--- src/rtl/button_debouncer.sv ---
// Multi-channel button/switch debouncer: per-channel FSM with persistence counter,
// registered level and press/release pulses. Define BUTTON_DEBOUNCER_SYNC_EN to add a 2-flop input synchronizer.
module button_debouncer #(
  parameter int          WIDTH           = 4,
  parameter int unsigned DEBOUNCE_PERIOD = 5_000_000
) (
  input  logic             clk_i,
  input  logic             rst_i,
  input  logic [WIDTH-1:0] raw_i,
  output logic [WIDTH-1:0] stable_o,
  output logic [WIDTH-1:0] press_o,
  output logic [WIDTH-1:0] release_o
);

  localparam int CNT_W = $clog2(DEBOUNCE_PERIOD);
  localparam logic [CNT_W-1:0] CNT_LAST = CNT_W'(DEBOUNCE_PERIOD - 1);
  localparam logic [CNT_W-1:0] CNT_ONE  = CNT_W'(1);

  typedef enum logic [1:0] {
    STABLE_LOW  = 2'd0,
    WAIT_HIGH   = 2'd1,
    STABLE_HIGH = 2'd2,
    WAIT_LOW    = 2'd3
  } state_t;

  logic [WIDTH-1:0] sample;

`ifdef BUTTON_DEBOUNCER_SYNC_EN
  logic [WIDTH-1:0] sync1_reg;
  logic [WIDTH-1:0] sync2_reg;

  always_ff @(posedge clk_i or posedge rst_i) begin
    if (rst_i) begin
      sync1_reg <= '0;
      sync2_reg <= '0;
    end else begin
      sync1_reg <= raw_i;
      sync2_reg <= sync1_reg;
    end
  end

  assign sample = sync2_reg;
`else
  // raw_i is trusted to already be synchronous to clk_i in this build
  assign sample = raw_i;
`endif

  genvar gi;
  generate
    for (gi = 0; gi < WIDTH; gi++) begin : g_ch
      state_t           state_reg;
      logic [CNT_W-1:0] count_reg;
      logic             stable_reg;
      logic             press_reg;
      logic             release_reg;
      logic             s;

      assign s = sample[gi];

      always_ff @(posedge clk_i or posedge rst_i) begin
        if (rst_i) begin
          state_reg   <= STABLE_LOW;
          count_reg   <= '0;
          stable_reg  <= 1'b0;
          press_reg   <= 1'b0;
          release_reg <= 1'b0;
        end else begin
          press_reg   <= 1'b0;
          release_reg <= 1'b0;
          case (state_reg)
            STABLE_LOW: begin
              if (s) begin
                state_reg <= WAIT_HIGH;
                count_reg <= CNT_ONE;
              end else begin
                count_reg <= '0;
              end
            end
            WAIT_HIGH: begin
              if (!s) begin
                state_reg <= STABLE_LOW;
                count_reg <= '0;
              end else if (count_reg == CNT_LAST) begin
                // level has persisted the full period: accept it
                state_reg  <= STABLE_HIGH;
                count_reg  <= '0;
                stable_reg <= 1'b1;
                press_reg  <= 1'b1;
              end else begin
                count_reg <= count_reg + CNT_ONE;
              end
            end
            STABLE_HIGH: begin
              if (!s) begin
                state_reg <= WAIT_LOW;
                count_reg <= CNT_ONE;
              end else begin
                count_reg <= '0;
              end
            end
            WAIT_LOW: begin
              if (s) begin
                state_reg <= STABLE_HIGH;
                count_reg <= '0;
              end else if (count_reg == CNT_LAST) begin
                state_reg   <= STABLE_LOW;
                count_reg   <= '0;
                stable_reg  <= 1'b0;
                release_reg <= 1'b1;
              end else begin
                count_reg <= count_reg + CNT_ONE;
              end
            end
            default: begin
              state_reg  <= STABLE_LOW;
              count_reg  <= '0;
              stable_reg <= 1'b0;
            end
          endcase
        end
      end

      assign stable_o[gi]  = stable_reg;
      assign press_o[gi]   = press_reg;
      assign release_o[gi] = release_reg;
    end
  endgenerate

endmodule

--- config.mk ---
export PLATFORM = sky130hd
export DESIGN_NAME = button_debouncer
export DESIGN_NICKNAME = d
export VERILOG_FILES = /design/src/rtl/button_debouncer.sv
export SDC_FILE = /design/constraint.sdc
export NUM_CORES = 1
export LEC_CHECK = 0
export ABC_AREA = 1
export CORE_MARGIN = 4
export CORE_UTILIZATION = 55
export DETAILED_ROUTE_END_ITERATION = 12
export DONT_BUFFER_PORTS = 1
export PLACE_DENSITY_LB_ADDON = 0.1
export SETUP_SLACK_MARGIN = 0.1
export SKIP_LAST_GASP = 1
export SLEW_MARGIN = 20
export SYNTH_ARGS = -nofsm -noshare
export SYNTH_HDL_FRONTEND = slang
export SYNTH_SLANG_ARGS = --single-unit
--- constraint.sdc ---
create_clock -name clk_i -period 4 [get_ports clk_i]
set_clock_uncertainty 0.1 [all_clocks]
set_input_delay 0.6 -clock clk_i [delete_from_list [all_inputs] [get_ports clk_i]]
set_output_delay 0.6 -clock clk_i [all_outputs]
set_load 0.1 [all_outputs]
==> qor.csv <==
metric;value;unit
Longest Clk Path Bufs;2;
post-layout min period;2.29;ns
reg-to-reg slack, setup;1.71;ns
WP data required;4.15;ns
GPL Wtd Cong;0.923;
crit path kind;reg -> reg;
Setup violations, final;0;
Fillers;1020;
CTS Hold Bufs;0;
Worst Tran Pin Value;0.902;ns
sequential area share after synthesis;44.2;%
clk slew on worst S/H paths;0.07;ns
crit-path max cell delay;0.55;ns
crit path launch type;flop;
Final Util;60.5;%
RSZ-0062 raised after global routing;no;
Seq cells post-synth;112;
Port Buffer Count;0;
f_max;0.437;GHz
status;complete, no violations;
CTS tree;yes;
Synth warnings;0;
Tcrit/Tclk final;57.2;%
WL final;12.8;mm
slowest CP cell;nand2_1;
post-route setup TNS;0;ns
Worst Path Max Fanout;21;
CTS Root Cell;clkbuf_16;
antenna cells;0;
share of layout cells above drive strength 1;4.71;%
DRC Markers;0;
Vias/cell;5.24;
CORE AREA;11100;µm²
Ports;18;
setup repair bufs after CTS;0;
GRT Overall Usage;21.0;%
Syn Nets;884;
drt first pass iters;5;
vias after detailed routing;5301;
die area;13300;µm²
Resized Gates After CTS;0;
Rows;38;
count of cell types in the netlist;34;
ANT nets after route;0;
Largest register FFs;92;
Area Overhead vs Synth;5.54;%
Avg Cell Area, Syn;7.26;µm²
worst-skew pair later-pin latency;0.36;ns
initial antenna violation count;0;
max_cap viols;0;
CTS sink cnt;112;
Final Hold Fails;0;
synthesized cell area;6350;µm²
CTS Buf Count;9;
maximum VDD drop;0.358;mV
vias in the first global route;5062;
critical path arrival;2.44;ns
number of nets in the layout;876;
drt wl/cell;12.6;µm
max_slew headroom;39.9;%
Syn Inst Count;874;
worst-path cell chain;ha_1 -> nand2_1 -> nor2_1 -> inv_1 -> nor2_1 -> nand3_2 -> nand2_1 -> inv_1 -> nand2_1 -> nor2_1;
final slew viol count;0;
die height;115;µm
Initial Utilization;57.3;%
global-route wire length before repair;22.8;mm
dpl hpwl;9.47;mm
Horiz. Die Dim;115;µm
H-tree lvl count;3;
maximum number of pins on one net before global-route repair;59;
Hold/Removal Path Class;in -> async;
Power per Cell Area;364;nW/µm²
critical path endpoint category;flop;
Starting DRT DRC Count;418;
global route overflow;0;
leakage power;2.96;nW
power by group:
group | switching [W] | total, W | internal [W] | leakage (nW)
Combinational | 0.000193 | 0.000267 | 0.0000740 | 1.27
Clock | 0.000405 | 0.000944 | 0.000540 | 0.152
Sequential | 0.0000526 | 0.00123 | 0.00118 | 1.54
Total | 0.000650 | 0.00244 | 0.00179 | 2.96
worst paths after layout:
kind / startpoint / endpoint / cells past startpoint
setup reg to reg: g_ch[1].count_reg[0]$_DFF_PP0_ / g_ch[1].count_reg[19]$_DFF_PP0_ / 10
max in group asynchronous: rst_i / g_ch[1].count_reg[10]$_DFF_PP0_ / 2
min in group clk_i: raw_i[2] / g_ch[2].release_reg$_DFF_PP0_ / 1
setup / recovery: g_ch[1].count_reg[0]$_DFF_PP0_ / g_ch[1].count_reg[19]$_DFF_PP0_ / 10
hold / removal: rst_i / g_ch[2].count_reg[15]$_DFF_PP0_ / 1
hold reg to reg: flop / g_ch[2].press_reg$_DFF_PP0_ / 1
Yosys cell counts, drive strengths merged:
master / n / area share (%)
nand2: 205 / 12
ha: 4 / 0.79
nor3b: 4 / 0.47
nor2: 208 / 13
nand3b: 2 / 0.24
nor3: 27 / 2.1
nand4: 31 / 3.3
and2: 1 / 0.099
inv: 115 / 6.8
xnor2: 10 / 1.4
a21oi: 15 / 1.2
or2: 2 / 0.20
dfrtp: 112 / 44
nand3: 59 / 5.0
and3: 2 / 0.20
a31oi: 4 / 0.39
nor4: 5 / 0.49
o22ai: 1 / 0.099
xor2: 22 / 3.0
a22oi: 1 / 0.12
o21bai: 2 / 0.24
clkbuf: 1 / 0.059
buf: 20 / 2.4
o21ai: 21 / 1.7
layout by cell type (no fill, tap or decap), types with 5 or more instances in the layout:
cell type,count
nand2_1,203
nor2_1,196
inv_1,112
dfrtp_1,112
nand3_1,55
nand4_1,30
nor3_1,27
xor2_1,22
o21ai_0,19
a21oi_1,15
xnor2_1,10
clkbuf_16,9
nor2_4,7
nor2_2,5
nor4_1,5
critical path: cells and delay by family, from the launching register on:
| kind | cells | cell delay [ns] |
|---|---|---|
| adders and majority gates | 1 | 0.21 |
| DFF | 1 | 0.35 |
| buffers and inverters | 2 | 0.31 |
| and+or+nand+nor | 7 | 1.22 |
through the flow:
stage | hold WS [ns] | cell area, µm² | power (W) | setup WS, ns | std cells
after floorplan | 0.364 | 6350 | 0.00148 | 0.341 | 874
after global placement | 0.399 | 6380 | 0.00150 | 1.82 | 995
after detailed placement | 0.401 | 6380 | 0.00152 | 1.73 | 995
after CTS | 0.162 | 6700 | 0.00247 | 1.71 | 1011
after global routing | 0.194 | 6700 | 0.00257 | 1.50 | 1011
final | 0.119 | 6700 | 0.00244 | 1.71 | 1011
cell families after synthesis:
logic type      synth area share, %
buf+inv                        9.33
fa+ha+maj                     0.789
flops                          44.2
simple gates                   37.6
compound gates                 3.69
xor+xnor                       4.42
final cells by class:
| type | count | area, µm² | share of cell area [%] |
|---|---|---|---|
| inverter | 115 | 437 | 6.52 |
| tap | 140 | 175 | 2.62 |
| clock inverter | 3 | 46.3 | 0.691 |
| multi-input combinational | 626 | 2950 | 44.1 |
| clock buffer | 13 | 270 | 4.04 |
| timing repair buffer | 2 | 15.0 | 0.224 |
| sequential | 112 | 2800 | 41.8 |
routing by layer:
layer	part of all wire, %	global-route usage (%)
met5	0	0
met4	1.4	5.01
met3	4.1	4.65
met2	48	34.9
met1	46	28.2
No activity file was read; power rests on OpenSTA's default activity.
